### src/rtl/dram_page_ctrl.sv
// AHB-slave DRAM page controller: precharge/activate/read/write sequencing with row-hit counting.
// Optional feature: define DRAM_OPEN_ROW_EN to keep the row open between accesses (open-page policy).
module dram_page_ctrl #(
  parameter int ROWADDRWIDTH   = 11,
  parameter int COLADDRWIDTH   = 10,
  parameter int DRAMADDRWIDTH  = 11,
  parameter int T_RP           = 2,
  parameter int T_RCD          = 2,
  parameter int T_CL           = 5,
  parameter int T_WR           = 5,
  parameter int AHB_ADDR_BITS  = 32,
  parameter int AHB_TRANS_BITS = 2,
  parameter int AHB_SIZE_BITS  = 3,
  parameter int AHB_BURST_BITS = 3,
  parameter int AHB_DATA_BITS  = 32,
  parameter int AHB_RESP_BITS  = 2
) (
  input  logic                      HCLK,
  input  logic                      HRESETn,
  input  logic                      HSEL_DRAM,
  input  logic [AHB_ADDR_BITS-1:0]  HADDR,
  input  logic                      HWRITE,
  input  logic [AHB_TRANS_BITS-1:0] HTRANS,
  input  logic [AHB_SIZE_BITS-1:0]  HSIZE,
  input  logic [AHB_BURST_BITS-1:0] HBURST,
  input  logic [AHB_DATA_BITS-1:0]  HWDATA,
  output logic                      HREADY,
  output logic [AHB_RESP_BITS-1:0]  HRESP,
  output logic [AHB_DATA_BITS-1:0]  HRDATA,
  output logic [AHB_DATA_BITS-1:0]  DRAM_in,
  output logic [DRAMADDRWIDTH-1:0]  DRAM_addr,
  output logic                      DRAM_enable_n,
  output logic                      DRAM_write_n,
  output logic                      DRAM_RAS_n,
  output logic                      DRAM_CAS_n,
  input  logic [AHB_DATA_BITS-1:0]  DRAM_out,
  output logic [15:0]               hit_cnt
);

  localparam int CW = 8;
`ifdef DRAM_OPEN_ROW_EN
  localparam bit OPEN_ROW = 1'b1;
`else
  localparam bit OPEN_ROW = 1'b0;
`endif

  typedef enum logic [2:0] {S_IDLE, S_PRE, S_ACT, S_RD, S_WR} state_t;

  state_t                  r_state;
  logic [CW-1:0]           r_cnt;
  logic                    r_open;
  logic                    r_pend;
  logic                    r_write;
  logic [ROWADDRWIDTH-1:0] r_row;
  logic [COLADDRWIDTH-1:0] r_col;
  logic [15:0]             r_hit_cnt;

  logic                    w_last;
  logic                    w_accept;
  logic                    w_hit;
  logic [ROWADDRWIDTH-1:0] w_req_row;
  logic [COLADDRWIDTH-1:0] w_req_col;
  logic                    w_unused;

  // HSIZE/HBURST are irrelevant: every access is treated as a single word.
  assign w_unused  = ^{HSIZE, HBURST, HADDR, HTRANS};
  assign w_req_col = HADDR[2 +: COLADDRWIDTH];
  assign w_req_row = HADDR[COLADDRWIDTH+2 +: ROWADDRWIDTH];
  assign w_last    = (r_cnt == CW'(1));
  assign HREADY    = (r_state == S_IDLE) || (((r_state == S_RD) || (r_state == S_WR)) && w_last);
  assign w_accept  = HREADY && HSEL_DRAM && HTRANS[1];
  // r_row always holds the open row while r_open is set.
  assign w_hit     = OPEN_ROW && r_open && (w_req_row == r_row);

  // NOTE: sequential state uses non-blocking assignments so every register sees pre-edge values.
  always_ff @(posedge HCLK) begin
    if (!HRESETn) begin
      r_state   <= S_IDLE;
      r_cnt     <= '0;
      r_open    <= 1'b0;
      r_pend    <= 1'b0;
      r_write   <= 1'b0;
      r_row     <= '0;
      r_col     <= '0;
      r_hit_cnt <= '0;
    end else if (w_accept) begin
      r_row   <= w_req_row;
      r_col   <= w_req_col;
      r_write <= HWRITE;
      if (w_hit) begin
        r_state <= HWRITE ? S_WR : S_RD;
        r_cnt   <= HWRITE ? CW'(T_WR) : CW'(T_CL);
        if (r_hit_cnt != 16'hFFFF) r_hit_cnt <= r_hit_cnt + 16'd1;
      end else if (r_open) begin
        r_state <= S_PRE;
        r_cnt   <= CW'(T_RP);
        r_pend  <= 1'b1;
        r_open  <= 1'b0;
      end else begin
        r_state <= S_ACT;
        r_cnt   <= CW'(T_RCD);
        r_open  <= 1'b1;
      end
    end else begin
      case (r_state)
        S_IDLE: r_cnt <= '0;
        S_PRE: begin
          if (!w_last) r_cnt <= r_cnt - CW'(1);
          else if (r_pend) begin
            r_state <= S_ACT;
            r_cnt   <= CW'(T_RCD);
            r_pend  <= 1'b0;
            r_open  <= 1'b1;
          end else begin
            r_state <= S_IDLE;
            r_cnt   <= '0;
          end
        end
        S_ACT: begin
          if (!w_last) r_cnt <= r_cnt - CW'(1);
          else begin
            r_state <= r_write ? S_WR : S_RD;
            r_cnt   <= r_write ? CW'(T_WR) : CW'(T_CL);
          end
        end
        S_RD, S_WR: begin
          if (!w_last) r_cnt <= r_cnt - CW'(1);
          else if (OPEN_ROW) begin
            r_state <= S_IDLE;
            r_cnt   <= '0;
          end else begin
            r_state <= S_PRE;
            r_cnt   <= CW'(T_RP);
            r_pend  <= 1'b0;
            r_open  <= 1'b0;
          end
        end
        default: begin
          r_state <= S_IDLE;
          r_cnt   <= '0;
        end
      endcase
    end
  end

  // NOTE: every output gets a default first so no path through the case infers a latch.
  always_comb begin
    DRAM_addr     = '0;
    DRAM_enable_n = 1'b1;
    DRAM_write_n  = 1'b1;
    DRAM_RAS_n    = 1'b1;
    DRAM_CAS_n    = 1'b1;
    case (r_state)
      S_IDLE: begin
        DRAM_enable_n = !r_open;
        DRAM_RAS_n    = !r_open;
      end
      S_PRE: DRAM_enable_n = 1'b0;
      S_ACT: begin
        DRAM_addr     = DRAMADDRWIDTH'(r_row);
        DRAM_enable_n = 1'b0;
        DRAM_RAS_n    = 1'b0;
      end
      S_RD, S_WR: begin
        DRAM_addr     = DRAMADDRWIDTH'(r_col);
        DRAM_enable_n = 1'b0;
        DRAM_RAS_n    = 1'b0;
        DRAM_CAS_n    = 1'b0;
        DRAM_write_n  = (r_state != S_WR);
      end
      default: ;
    endcase
  end

  assign HRESP   = '0;
  assign HRDATA  = ((r_state == S_RD) && w_last) ? DRAM_out : '0;
  assign DRAM_in = (r_state == S_WR) ? HWDATA : '0;
  assign hit_cnt = r_hit_cnt;

endmodule

### config.mk
export PLATFORM = sky130hd
export DESIGN_NAME = dram_page_ctrl
export DESIGN_NICKNAME = d
export VERILOG_FILES = /design/src/rtl/dram_page_ctrl.sv
export SDC_FILE = /design/constraint.sdc
export NUM_CORES = 1
export LEC_CHECK = 0
export BUFFER_PORTS_ARGS = -buffer_cell sky130_fd_sc_hd__buf_2
export CORE_AREA = 8 8 89 91
export CTS_CLUSTER_DIAMETER = 120
export DETAILED_ROUTE_END_ITERATION = 10
export DIE_AREA = 0 0 97 99
export GPL_ROUTABILITY_DRIVEN = 0
export PLACE_DENSITY = 0.8
export SLEW_MARGIN = 40
export SYNTH_ARGS = -nofsm -noshare
export SYNTH_HDL_FRONTEND = slang
export SYNTH_SLANG_ARGS = --single-unit
### constraint.sdc
create_clock -name HCLK -period 2.49 [get_ports HCLK]
set_clock_uncertainty 0.2 [all_clocks]
set_input_delay 0.249 -clock HCLK [delete_from_list [all_inputs] [get_ports HCLK]]
set_output_delay 0.249 -clock HCLK [all_outputs]
set_load 0.005 [all_outputs]
# == Word-level counts from Yosys, hierarchy flattened ==
# Cells that the tools add are included.
# word_totals
reg_bits,35
in_bits,108
output_inout_bits,98
word_cells,71
# op_classes
n_addsub,1
n_eq_ne,12
muxes,30
bitwise,1
n_reduce_logical,19
# ops
cell,count
2-to-1 mux 32 bit,2
2-to-1 mux 8 bit,3
case mux 8 bit (3 select lines),1
case mux 11 bit (2 select lines),1
2-to-1 mux 3 bit,5
"!= test 3 bit, second input constant",5
case mux 3 bit (4 select lines),1
2-to-1 mux 1 bit,10
"equality test 8 x 1 -> 1 bit, second input constant",1
2-to-1 mux 2 bit,4
AND reduction 4 bit,2
"subtractor 8 x 1 -> 8 bit, second input constant",1
"equality test 3 x 2 -> 1 bit, second input constant",2
case mux 1 bit (2 select lines),3
OR reduction 3 bit,2
logical AND 1 bit,4
"!= test 2 bit, second input constant",2
nonzero test 2 bit,2
OR reduction 2 bit,2
OR reduction 4 bit,1
"equality test 3 x 1 -> 1 bit, second input constant",1
"equality test 3 bit, second input constant",1
zero test 3 bit,1
AND reduction 3 bit,1
4 further kinds,5

# == Longest topological paths before layout ==
# Gate-level depths: netlist (run 1).
# depth
depth_word,8
ltp_mapped,9
ltp_nobuf,6

# == Least setup slack after synthesis (run 1) ==
# Ideal clock, no wire load.
# synth_timing
path_type,register to register
startpoint,register r_cnt[5]
endpoint,register r_col[2]
setup_time_ns,0.072
arrival_time_ns,1.889
t_required_ns,2.218
path_slack_ns,0.329
stages_incl_launch_ff,8
path_buffers,3
period_less_slack_ns,2.161
path_cell_list,dfxtp_1 -> or4_1 -> buf_2 -> nor4_4 -> o21a_1 -> buf_6 -> buf_12 -> mux2i_1
# synth_between
elab_chain_len,5
# synth_lines
element,line_no,source
start: declaration,50,logic [CW-1:0] r_cnt;
start signal: assignment,92,r_cnt <= HWRITE ? CW'(T_WR) : CW'(T_CL);
start signal: assignment,96,r_cnt <= CW'(T_RP);
start signal: assignment,101,r_cnt <= CW'(T_RCD);
equality test 8 x 1 -> 1 bit,69,assign w_last = (r_cnt == CW'(1));
logical AND 1 bit,70,assign HREADY = (r_state == S_IDLE) || (((r_state == S_RD) || (r_state == S_WR)) && w_last);
logical OR 1 bit,70,
logical AND 1 bit (2 in series),71,assign w_accept = HREADY && HSEL_DRAM && HTRANS[1];
end signal: assignment,88,r_col <= w_req_col;
end: declaration,55,logic [COLADDRWIDTH-1:0] r_col;
# No other way between the ends.
# A chain may end at the register's enable or synchronous reset.

# == Worst setup path in the final report (run 1) ==
# layout_timing
startpoint,register r_cnt[1]
endpoint,output port HRDATA[23]
# layout_between
elab_chain_len,3
# layout_lines
element,line_no,source
equality test 8 x 1 -> 1 bit,69,
logical AND 1 bit,176,assign HRDATA = ((r_state == S_RD) && w_last) ? DRAM_out : '0;
2-to-1 mux 32 bit,176,
end: declaration,29,"output logic [AHB_DATA_BITS-1:0] HRDATA,"
# No other way between the ends.

==> impl_table.tex, run 1 <==
\begin{tabular}{lr}
\hline
Metric & Value \\
\hline
\multicolumn{2}{l}{\textbf{Outcome}} \\
\quad Result of the run & complete, but fails checks \\
\quad Violated checks & negative setup slack \\
\multicolumn{2}{l}{\textbf{CTS}} \\
\quad Clock edge transition at the registers on the reported setup and hold paths & 80 ps \\
\quad Clock sinks & 35 \\
\quad Latest clock arrival within the worst-skew pair & 300 ps \\
\quad CTS HTree Levels & 2 \\
\quad Maximum number of buffers from clock root to sink & 2 \\
\quad Library cell used as clock root buffer & sky130\_fd\_sc\_hd\_\_clkbuf\_8 \\
\quad Number of buffers added by the clock tree synthesis step & 5 \\
\quad TritonCTS clock tree & yes \\
\multicolumn{2}{l}{\textbf{Floorplanning}} \\
\quad Number of placed I/O pins & 206 \\
\quad Area inside the core boundary & 0.00657 sq mm \\
\quad Total Die Area & 0.00960 sq mm \\
\quad Starting utilization of the core area & 37.8\% \\
\quad Rows & 30 \\
\quad Die outline width & 97 microns \\
\quad Vertical die dimension & 99 microns \\
\multicolumn{2}{l}{\textbf{Power}} \\
\quad Sequential cell fraction of total power & 40.7\% \\
\quad Combinational share of power & 31.6\% \\
\quad Leakage power of the design & 2.11 nW \\
\quad Power per unit of standard cell area & 421 mW/mm\^{}2 \\
\quad Peak VDD IR & 0.252 mV \\
\quad Switching part of the total & 32.8\% \\
\quad Clock share of power & 27.8\% \\
\quad Switching pwr & 532 uW \\
\quad Internal power contribution & 1.09 mW \\
\multicolumn{2}{l}{\textbf{Logic synthesis}} \\
\quad Post-Syn Instances & 318 \\
\quad Warnings, synthesis & 0 \\
\quad Sequential cell area fraction in the yosys report & 28.2\% \\
\quad Synth Cell Area & 0.00249 sq mm \\
\quad Portion of synthesized cell area occupied by the leading cell type & 28.2\% \\
\quad Post-synth ARST share & 0\% \\
\quad Cell accounting for the most synthesized area & sky130\_fd\_sc\_hd\_\_dfxtp\_1 \\
\quad Average size of a mapped cell & 7.82 sq um \\
\quad Register bit count reported by yosys & 35 \\
\quad Number of synthesized flops with an enable pin & 0 \\
\quad Count of unique library cells instantiated by Yosys & 49 \\
\quad Synth Flop Type & sky130\_fd\_sc\_hd\_\_dfxtp\_1 \\
\quad Most area-consuming cells after synthesis & sky130\_fd\_sc\_hd\_\_dfxtp\_1 (28\%), sky130\_fd\_sc\_hd\_\_mux2i\_1 (9.3\%), sky130\_fd\_sc\_hd\_\_and2\_1 (8.8\%), sky130\_fd\_sc\_hd\_\_and3\_1 (8.6\%), sky130\_fd\_sc\_hd\_\_nand2\_1 (8.0\%) \\
\multicolumn{2}{l}{\textbf{STA}} \\
\quad RSZ-0062 raised after global routing & yes \\
\quad Number of max-slew violations in the final report & 0 \\
\quad Hold Vio Cnt, Final & 0 \\
\quad Final period util & 100\% \\
\quad Max-slew headroom & 64.6\% \\
\quad Maximum operating frequency & 400 MHz \\
\quad Tightest hold margin & 6.98 ps \\
\quad Minimum period implied by the final worst setup slack & 2500 ps \\
\quad Setup-violating endpoint count in the final report & 9 \\
\quad Transition time of the tightest slew-check pin & 528 ps \\
\quad Fin worst setup slack & -8.42 ps \\
\multicolumn{2}{l}{\textbf{Detailed routing}} \\
\quad \# DRC & 0 \\
\quad Via density per instance & 5.02 \\
\quad Total routed wirelength & 9290 microns \\
\quad Drt initial violations & 341 \\
\quad Remaining number of nets flagged by the antenna check after routing & 0 \\
\quad Vias after detailed routing & 2929 \\
\quad Wire length per cell & 15.9 microns \\
\quad Router iterations before antenna repair & 5 \\
\multicolumn{2}{l}{\textbf{Setup path}} \\
\quad R2r startpoint & r\_cnt[1] \\
\quad Path depth of the worst reg2reg path & 9 \\
\quad Critical Setup Path Class & flip-flop to primary output \\
\quad Type of element launching the critical path & flip-flop \\
\quad Slack of the worst reg-to-reg path & 140 ps \\
\quad WP data arrival & 2050 ps \\
\quad CP startpoint & r\_cnt[1] \\
\quad Required time at the endpoint of the critical path & 2040 ps \\
\quad Kind of end point of the critical path & primary output \\
\quad End point of the critical path & HRDATA[23] \\
\quad Maximum fanout count along the critical path & 8 \\
\quad Endpoint of the lowest-slack register-to-register path & r\_row[9] \\
\multicolumn{2}{l}{\textbf{Finish}} \\
\quad Most frequent cells in the layout & sky130\_fd\_sc\_hd\_\_buf\_2 (157), sky130\_fd\_sc\_hd\_\_nand2\_1 (53), sky130\_fd\_sc\_hd\_\_and3\_1 (34) \\
\quad Most common library cell in the layout ignoring fill and taps & sky130\_fd\_sc\_hd\_\_buf\_2 \\
\quad Filler instances & 572 \\
\quad Finished Core Util & 58.6\% \\
\quad Ratio of cells with drive above 1 in the final layout & 44.3\% \\
\quad Final Net Count & 612 \\
\quad Area growth, synth to finish & 54.9\% \\
\multicolumn{2}{l}{\textbf{GRT}} \\
\quad First-pass GRT wire length & 13700 microns \\
\quad Initial antenna violation count & 1 \\
\quad GRT Residual Overflow & 0 \\
\quad Number of global-route vias before repair & 2904 \\
\quad Global-route usage over all layers & 16.8\% \\
\quad Largest net degree at the start of global routing & 35 \\
\multicolumn{2}{l}{\textbf{Worst hold path}} \\
\quad Kind of path behind the tightest hold check & input pin to flip-flop \\
\multicolumn{2}{l}{\textbf{Placement}} \\
\quad DP HPWL & 6740 microns \\
\quad PortBufs & 169 \\
\multicolumn{2}{l}{\textbf{Job}} \\
\quad Max-cap viol count & 0 \\
\hline
\end{tabular}
==> critical path, stage by stage (launching register included) <==
cell                        delay, ps
sky130_fd_sc_hd__dfxtp_2          330
sky130_fd_sc_hd__inv_2             80
sky130_fd_sc_hd__ha_4             140
sky130_fd_sc_hd__or3b_4           420
sky130_fd_sc_hd__nor4_4           230
sky130_fd_sc_hd__buf_6            180
sky130_fd_sc_hd__clkbuf_16        150
sky130_fd_sc_hd__and2_1           120
sky130_fd_sc_hd__buf_2            110
==> per-layer routing <==
layer	track usage, %	share of wire (%)	vias up
li1	-	-	1433
met1	17.8	39	1342
met2	29.9	52	139
met3	5.60	7.6	15
met4	6.51	1.9	0
met5	0	0	-
==> final cells by class <==
cell class / instances / area (sq um) / area share (%)
Antenna cell: 1 / 2.50 / 0.0650
Sequential cell: 35 / 709 / 18.4
Multi-Input combinational cell: 248 / 1610 / 41.8
Tap cell: 80 / 100 / 2.60
Clock inverter: 2 / 16.3 / 0.422
Clock buffer: 6 / 82.6 / 2.14
Inverter: 6 / 22.5 / 0.585
Timing Repair Buffer: 206 / 1310 / 34.0
==> per-stage QoR <==
stage	power (mW)	worst slack [ps]	instances	setup TNS, ps	instance area (sq um)
after floorplan	0.974	329	335	0	2550
after global placement	1.08	188	547	0	3310
after detailed placement	1.10	139	547	0	3310
after CTS	1.57	7.27	573	0	3600
after global routing	1.71	-80.4	584	-2180	3850
final	1.62	-8.42	584	-19.7	3850
==> registers in the layout (all words and copies together) (netlist names) <==
name     flops
r_state      3
r_row       11
r_cnt        8
r_open       1
r_col       10
r_pend       1
r_write      1
==> cells by family after synthesis <==
group | Yosys count | share of synthesized area, %
adder cells (fa/ha/maj) | 2 | 1.01
AND/OR/NAND/NOR | 155 | 33.6
flip-flops | 35 | 28.2
XOR/XNOR | 5 | 1.76
AO/OA/AOI/OAI | 45 | 13.8
multiplexers | 23 | 9.26
other | 1 | 0.151
buffers and inverters | 52 | 12.2
==> synth_stat cells (2+ instances only) <==
| cell type | number |
|---|---|
| sky130_fd_sc_hd__a211o_1 | 3 |
| sky130_fd_sc_hd__a211oi_1 | 3 |
| sky130_fd_sc_hd__a21oi_1 | 4 |
| sky130_fd_sc_hd__a221oi_1 | 2 |
| sky130_fd_sc_hd__a22o_1 | 10 |
| sky130_fd_sc_hd__and2_1 | 35 |
| sky130_fd_sc_hd__and3_1 | 34 |
| sky130_fd_sc_hd__and3b_1 | 2 |
| sky130_fd_sc_hd__buf_12 | 2 |
| sky130_fd_sc_hd__buf_4 | 18 |
| sky130_fd_sc_hd__clkbuf_1 | 23 |
| sky130_fd_sc_hd__dfxtp_1 | 35 |
| sky130_fd_sc_hd__ha_1 | 2 |
| sky130_fd_sc_hd__inv_1 | 6 |
| sky130_fd_sc_hd__mux2i_1 | 23 |
| sky130_fd_sc_hd__nand2_1 | 53 |
| sky130_fd_sc_hd__nor2_1 | 12 |
| sky130_fd_sc_hd__nor3_1 | 3 |
| sky130_fd_sc_hd__nor4_1 | 2 |
| sky130_fd_sc_hd__o21a_1 | 2 |
| sky130_fd_sc_hd__o21ai_0 | 6 |
| sky130_fd_sc_hd__o22ai_1 | 2 |
| sky130_fd_sc_hd__o31ai_1 | 3 |
| sky130_fd_sc_hd__o32a_1 | 2 |
| sky130_fd_sc_hd__or2_2 | 2 |
| sky130_fd_sc_hd__or3_1 | 2 |
| sky130_fd_sc_hd__or4_1 | 2 |
| sky130_fd_sc_hd__xnor2_1 | 2 |
| sky130_fd_sc_hd__xor2_1 | 3 |
==> power by group through the flow <==
stage                     Clock (mW)  Sequential, mW  Combinational (mW)
after floorplan                    0           0.646               0.328
after global placement             0           0.660               0.424
after detailed placement           0           0.664               0.439
after CTS                      0.453           0.653               0.469
after global routing           0.484           0.666               0.556
final                          0.450           0.659               0.511
==> what timing repair did <==
| action | 4_1_cts | 5_1_grt |
|---|---|---|
| hold buffers | 17 | 0 |
| endpoints found under the setup margin | 34 | 44 |
| pin swaps | 0 | 11 |
| gates cloned | 0 | 3 |
| buffers inserted | 1 | 7 |
| endpoints found under the hold margin | 17 | 0 |
| resized for setup | 5 | 33 |
==> worst min-delay path by stage <==
stage	startpoint	to	slack [ps]	depth (start not counted)
floorplan	HADDR[22]	r_row[10]	190	2
finish	HADDR[18]	r_row[6]	7	3
global route	HADDR[15]	r_row[3]	10	3
CTS	HADDR[18]	r_row[6]	2	3
detailed placement	r_col[5]	r_col[5]	250	2
global placement	r_row[10]	r_row[10]	240	2
Note: power is estimated with default switching activity, not from simulation.
==> inputs of run 2 (changes only) <==
CORE_AREA = 8 8 122 68   (was 8 8 89 91)
DIE_AREA = 0 0 130 76   (was 0 0 97 99)
==> impl_table.tex, run 2 (synthesized netlist as in run 1, its figures left out) <==
\begin{tabular}{lr}
\hline
Metric & Value \\
\hline
\multicolumn{2}{l}{\textbf{Setup path}} \\
\quad Slowest-stage cell, CP & sky130\_fd\_sc\_hd\_\_or4\_4 \\
\quad Sequence of cells on the critical path & or4\_4 > nor4\_4 > buf\_6 > buf\_8 > and2\_1 > buf\_2 \\
\quad Kind of end point of the critical path & primary output \\
\quad WP data arrival & 2000 ps \\
\quad Maximum fanout count along the critical path & 17 \\
\quad Required time at the endpoint of the critical path & 2040 ps \\
\quad Critical Setup Path Class & flip-flop to primary output \\
\quad Type of element launching the critical path & flip-flop \\
\quad Largest stage delay, worst path & 580 ps \\
\multicolumn{2}{l}{\textbf{Finish}} \\
\quad Finished Core Util & 54.3\% \\
\quad Most frequent cells in the layout & sky130\_fd\_sc\_hd\_\_buf\_2 (166), sky130\_fd\_sc\_hd\_\_nand2\_1 (53), sky130\_fd\_sc\_hd\_\_and3\_1 (34) \\
\quad Antenna diode instance count & 0 \\
\quad Number of flip-flops in the largest register & 11 \\
\quad Most common library cell in the layout ignoring fill and taps & sky130\_fd\_sc\_hd\_\_buf\_2 \\
\quad Ratio of cells with drive above 1 in the final layout & 44.4\% \\
\quad Largest registers & r\_row x11, r\_col x10, r\_cnt x8 \\
\quad Largest register by flop count & r\_row \\
\quad Final Net Count & 598 \\
\quad Area growth, synth to finish & 48.4\% \\
\multicolumn{2}{l}{\textbf{Worst hold path}} \\
\quad Kind of path behind the tightest hold check & input pin to flip-flop \\
\multicolumn{2}{l}{\textbf{STA}} \\
\quad Max-slew headroom & 62.7\% \\
\quad Transition time of the tightest slew-check pin & 557 ps \\
\quad Minimum period implied by the final worst setup slack & 2440 ps \\
\quad Setup-violating endpoint count in the final report & 0 \\
\quad Maximum operating frequency & 409 MHz \\
\quad Final period util & 98.2\% \\
\quad Number of max-slew violations in the final report & 0 \\
\quad Final setup TNS & 0 ps \\
\quad Hold Vio Cnt, Final & 0 \\
\quad Tightest hold margin & 20.8 ps \\
\quad Fin worst setup slack & 45.1 ps \\
\quad RSZ-0062 raised after global routing & yes \\
\multicolumn{2}{l}{\textbf{Outcome}} \\
\quad Result of the run & finished clean \\
\multicolumn{2}{l}{\textbf{CTS}} \\
\quad Clock edge transition at the registers on the reported setup and hold paths & 50 ps \\
\quad Library cell used as clock root buffer & sky130\_fd\_sc\_hd\_\_clkbuf\_16 \\
\quad Maximum number of buffers from clock root to sink & 2 \\
\quad TritonCTS clock tree & yes \\
\quad Hold\_buf cts & 0 \\
\quad Latest clock arrival within the worst-skew pair & 270 ps \\
\quad Number of buffers added by the clock tree synthesis step & 5 \\
\quad CTS HTree Levels & 2 \\
\quad Clock sinks & 35 \\
\multicolumn{2}{l}{\textbf{Power}} \\
\quad Leakage power of the design & 2.06 nW \\
\quad Total power after layout & 1.80 mW \\
\quad Power per unit of standard cell area & 488 mW/mm\^{}2 \\
\quad Peak VDD IR & 0.266 mV \\
\multicolumn{2}{l}{\textbf{GRT}} \\
\quad GRT Residual Overflow & 0 \\
\quad Global-route usage over all layers & 18.2\% \\
\quad First-pass GRT wire length & 14800 microns \\
\quad Initial antenna violation count & 0 \\
\quad Largest net degree at the start of global routing & 33 \\
\quad Number of global-route vias before repair & 2932 \\
\multicolumn{2}{l}{\textbf{Floorplanning}} \\
\quad Total Die Area & 0.00988 sq mm \\
\quad Number of placed I/O pins & 206 \\
\quad Rows & 22 \\
\quad Area inside the core boundary & 0.00680 sq mm \\
\quad Starting utilization of the core area & 36.6\% \\
\quad Vertical die dimension & 76 microns \\
\quad Die outline width & 130 microns \\
\multicolumn{2}{l}{\textbf{Placement}} \\
\quad DP HPWL & 7540 microns \\
\quad PortBufs & 169 \\
\quad Setup slack after placement & 92.0 ps \\
\multicolumn{2}{l}{\textbf{Detailed routing}} \\
\quad Wire length per cell & 16.3 microns \\
\quad \# DRC & 0 \\
\quad Drt initial violations & 177 \\
\quad Remaining number of nets flagged by the antenna check after routing & 0 \\
\quad Total routed wirelength & 9550 microns \\
\quad Vias after detailed routing & 2949 \\
\quad Router iterations before antenna repair & 5 \\
\quad Via density per instance & 5.04 \\
\multicolumn{2}{l}{\textbf{Job}} \\
\quad Max-cap viol count & 0 \\
\hline
\end{tabular}
==> run 2: cell types whose count changed in the layout (fill, tap and decap cells not counted), sizes merged <==
cell           delta
clkinvlp          -1
clkdlybuf4s15     +1
buf               +4
diode             -1
clkinv            -1
dlygate4sd3      -17
==> run 2: final timing paths <==
kind	startpoint	end	slack [ps]	cells past startpoint
min	HADDR[19]	r_row[7]	20	3
max reg2reg	r_cnt[3]	r_state[2]	140	5
min reg2reg	r_row[7]	r_row[7]	250	2
max	r_cnt[3]	HRDATA[11]	50	6
==> run 2: cell type report <==
type | instances | area (sq um)
clock buffers | 8 | 156
fillers | 644 | 3110
inverters | 6 | 22.5
multi-input cells | 248 | 1590
flip-flops and latches | 35 | 712
well taps | 96 | 120
repair buffers | 192 | 1090
==> run 2: worst max-delay path, delay by kind of cell (launching register included) <==
kind          cells  cell delay, ps
buf+inv           3             430
flops             1             340
simple gates      3             940
==> run 2: repair_timing <==
| item | 4_1_cts | 5_1_grt |
|---|---|---|
| gates resized for setup | 14 | 16 |
| buffers inserted | 7 | 2 |
| cloned | 2 | 1 |
| pin swaps | 1 | 3 |
| endpoints found under the setup margin | 37 | 43 |
==> run 2: per-stage QoR <==
step,cells,instance area [sq um]
2_1_floorplan,335,2550
3_3_place_gp,565,3330
3_5_place_dp,565,3330
4_1_cts,582,3610
5_1_grt,585,3690
6_report,585,3690
==> run 2: power breakdown <==
| part | internal, mW | leakage (nW) | total (mW) | switching, mW |
|---|---|---|---|---|
| sequential | 0.609 | 0.288 | 0.659 | 0.0497 |
| combinational | 0.244 | 1.69 | 0.505 | 0.261 |
| clock | 0.425 | 0.0772 | 0.637 | 0.212 |
==> run 2: routing by layer <==
metal,track usage (%),up-vias,share of wire [%]
met1,18.7,1337,35
met5,0,-,0
met2,33.7,193,49
li1,-,1405,-
met4,3.57,0,0.84
met3,7.54,14,15
==> inputs of run 3 (changes only) <==
PLACE_DENSITY = 0.85   (was 0.8)
clock period = 2.7 ns   (was 2.49 ns; I/O delays follow)
==> impl_table.tex, run 3 (synthesized netlist as in run 1, its figures left out) <==
\begin{tabular}{lr}
\hline
Metric & Value \\
\hline
\multicolumn{2}{l}{\textbf{CTS}} \\
\quad Clock edge transition at the registers on the reported setup and hold paths & 50 ps \\
\quad Latest clock arrival within the worst-skew pair & 270 ps \\
\quad TritonCTS clock tree & yes \\
\quad Number of buffers added by the clock tree synthesis step & 5 \\
\quad Maximum number of buffers from clock root to sink & 2 \\
\quad Library cell used as clock root buffer & sky130\_fd\_sc\_hd\_\_clkbuf\_16 \\
\quad Clock sinks & 35 \\
\quad CTS HTree Levels & 2 \\
\quad Number of buffers inserted by post-CTS setup repair & 0 \\
\multicolumn{2}{l}{\textbf{Power}} \\
\quad Leakage power of the design & 1.96 nW \\
\quad Total power after layout & 1.60 mW \\
\quad Power per unit of standard cell area & 461 mW/mm\^{}2 \\
\quad Peak VDD IR & 0.243 mV \\
\multicolumn{2}{l}{\textbf{STA}} \\
\quad Setup-violating endpoint count in the final report & 0 \\
\quad Final period util & 95.5\% \\
\quad Maximum operating frequency & 388 MHz \\
\quad Final setup TNS & 0 ps \\
\quad Number of max-slew violations in the final report & 0 \\
\quad Max-slew headroom & 65.0\% \\
\quad Hold Vio Cnt, Final & 0 \\
\quad Minimum period implied by the final worst setup slack & 2580 ps \\
\quad Transition time of the tightest slew-check pin & 525 ps \\
\quad RSZ-0062 raised after global routing & no \\
\multicolumn{2}{l}{\textbf{Setup path}} \\
\quad Required time at the endpoint of the critical path & 2230 ps \\
\quad Slowest-stage cell, CP & sky130\_fd\_sc\_hd\_\_or3b\_2 \\
\quad Cell family contributing the most delay on the critical path & simple AND/OR/NAND/NOR gates \\
\quad Slack of the worst reg-to-reg path & 260 ps \\
\quad Maximum fanout count along the critical path & 11 \\
\quad Endpoint of the lowest-slack register-to-register path & r\_col[5] \\
\quad Type of element launching the critical path & flip-flop \\
\quad Critical Setup Path Class & flip-flop to primary output \\
\quad Largest stage delay, worst path & 560 ps \\
\quad WP data arrival & 2110 ps \\
\quad Sequence of cells on the critical path & or3b\_2 > o21ai\_0 > buf\_4 > a22o\_1 > buf\_2 \\
\quad Kind of end point of the critical path & primary output \\
\quad Path depth of the worst reg2reg path & 6 \\
\quad R2r startpoint & r\_cnt[0] \\
\quad Buffers \& Inverters on Critical Path & 2 \\
\multicolumn{2}{l}{\textbf{Finish}} \\
\quad Largest register by flop count & r\_row \\
\quad Final Net Count & 583 \\
\quad Ratio of cells with drive above 1 in the final layout & 40.1\% \\
\quad Number of flip-flops in the largest register & 11 \\
\quad Filler instances & 658 \\
\quad Area growth, synth to finish & 40.0\% \\
\quad Largest registers & r\_row x11, r\_col x10, r\_cnt x8 \\
\quad Most frequent cells in the layout & sky130\_fd\_sc\_hd\_\_buf\_2 (169), sky130\_fd\_sc\_hd\_\_nand2\_1 (53), sky130\_fd\_sc\_hd\_\_and2\_1 (35), sky130\_fd\_sc\_hd\_\_dfxtp\_1 (35), sky130\_fd\_sc\_hd\_\_and3\_1 (34) \\
\quad Most common library cell in the layout ignoring fill and taps & sky130\_fd\_sc\_hd\_\_buf\_2 \\
\multicolumn{2}{l}{\textbf{Floorplanning}} \\
\quad Starting utilization of the core area & 36.6\% \\
\quad Total Die Area & 0.00988 sq mm \\
\quad Area inside the core boundary & 0.00680 sq mm \\
\quad Rows & 22 \\
\quad Number of placed I/O pins & 206 \\
\quad Vertical die dimension & 76 microns \\
\quad Die outline width & 130 microns \\
\multicolumn{2}{l}{\textbf{Detailed routing}} \\
\quad Vias after detailed routing & 2849 \\
\quad \# DRC & 0 \\
\quad Total routed wirelength & 8900 microns \\
\quad Remaining number of nets flagged by the antenna check after routing & 0 \\
\quad Drt initial violations & 120 \\
\quad Via density per instance & 4.97 \\
\quad Wire length per cell & 15.5 microns \\
\quad Router iterations before antenna repair & 5 \\
\multicolumn{2}{l}{\textbf{GRT}} \\
\quad First-pass GRT wire length & 13500 microns \\
\quad Initial antenna violation count & 3 \\
\quad GRT Residual Overflow & 0 \\
\quad Global-route usage over all layers & 16.5\% \\
\quad Largest net degree at the start of global routing & 35 \\
\quad Number of global-route vias before repair & 2796 \\
\multicolumn{2}{l}{\textbf{Worst hold path}} \\
\quad Number of instances on the worst hold path & 3 \\
\quad End of the worst hold path & r\_row[8] \\
\quad Worst Min Path Start & HADDR[20] \\
\quad Kind of path behind the tightest hold check & input pin to flip-flop \\
\multicolumn{2}{l}{\textbf{Job}} \\
\quad Max-cap viol count & 0 \\
\multicolumn{2}{l}{\textbf{Placement}} \\
\quad DP HPWL & 7360 microns \\
\quad PortBufs & 169 \\
\multicolumn{2}{l}{\textbf{Outcome}} \\
\quad Result of the run & finished clean \\
\hline
\end{tabular}
run 3: routing by layer:
| metal | wire length (microns) | vias to the layer above | GRT usage, % |
|---|---|---|---|
| li1 | - | 1374 | - |
| met4 | 205 | 0 | 5.98 |
| met1 | 3300 | 1266 | 17.7 |
| met5 | 0 | - | 0 |
| met2 | 4160 | 191 | 28.9 |
| met3 | 1230 | 18 | 6.35 |
run 3: repair_timing:
item                                    CTS  global route
hold buffers                              0             0
endpoints found under the hold margin     0             0
gates resized for setup                   0             3
endpoints found under the setup margin    0            33
run 3: how the worst max path moves through the flow:
stage	endpoint	start	depth (start not counted)
floorplan	DRAM_addr[0]	r_state[0]	6
global placement	r_col[3]	r_cnt[5]	5
detailed placement	r_row[0]	r_cnt[0]	6
CTS	HRDATA[28]	r_cnt[5]	5
global route	DRAM_addr[1]	r_state[1]	5
finish	DRAM_addr[1]	r_state[2]	5
run 3: final cells by class:
class	instances	area (sq um)	area share, %
well taps	96	120	3.45
clock buffers	8	156	4.49
flip-flops and latches	35	701	20.1
repair buffers	177	922	26.5
diodes	3	7.51	0.216
multi-input cells	248	1550	44.6
inverters	6	22.5	0.647
run 3: worst min-delay path: stages:
cell	delay (ps)
sky130_fd_sc_hd__buf_2	100
sky130_fd_sc_hd__nand2_1	40
sky130_fd_sc_hd__mux2i_1	50
run 3: metrics by stage:
step / cell area, sq um / util (%) / setup slack (ps) / std cells / hold WS [ps]
after floorplan: 2550 / - / 530 / 335 / 212
after global placement: 3310 / 48.6 / 305 / 562 / 242
after detailed placement: 3310 / 48.6 / 233 / 562 / 249
after CTS: 3460 / 50.9 / 25.5 / 570 / 37.3
after global routing: 3480 / 51.2 / 5.29 / 573 / 37.1
final: 3480 / 51.2 / 122 / 573 / 41.0
run 3: where the power goes:
| part | switching, mW | internal (mW) | leakage [nW] | total (mW) |
|---|---|---|---|---|
| sequential | 0.0449 | 0.560 | 0.286 | 0.605 |
| clock | 0.192 | 0.392 | 0.0772 | 0.584 |
| combinational | 0.223 | 0.192 | 1.59 | 0.415 |
| total | 0.460 | 1.14 | 1.96 | 1.60 |
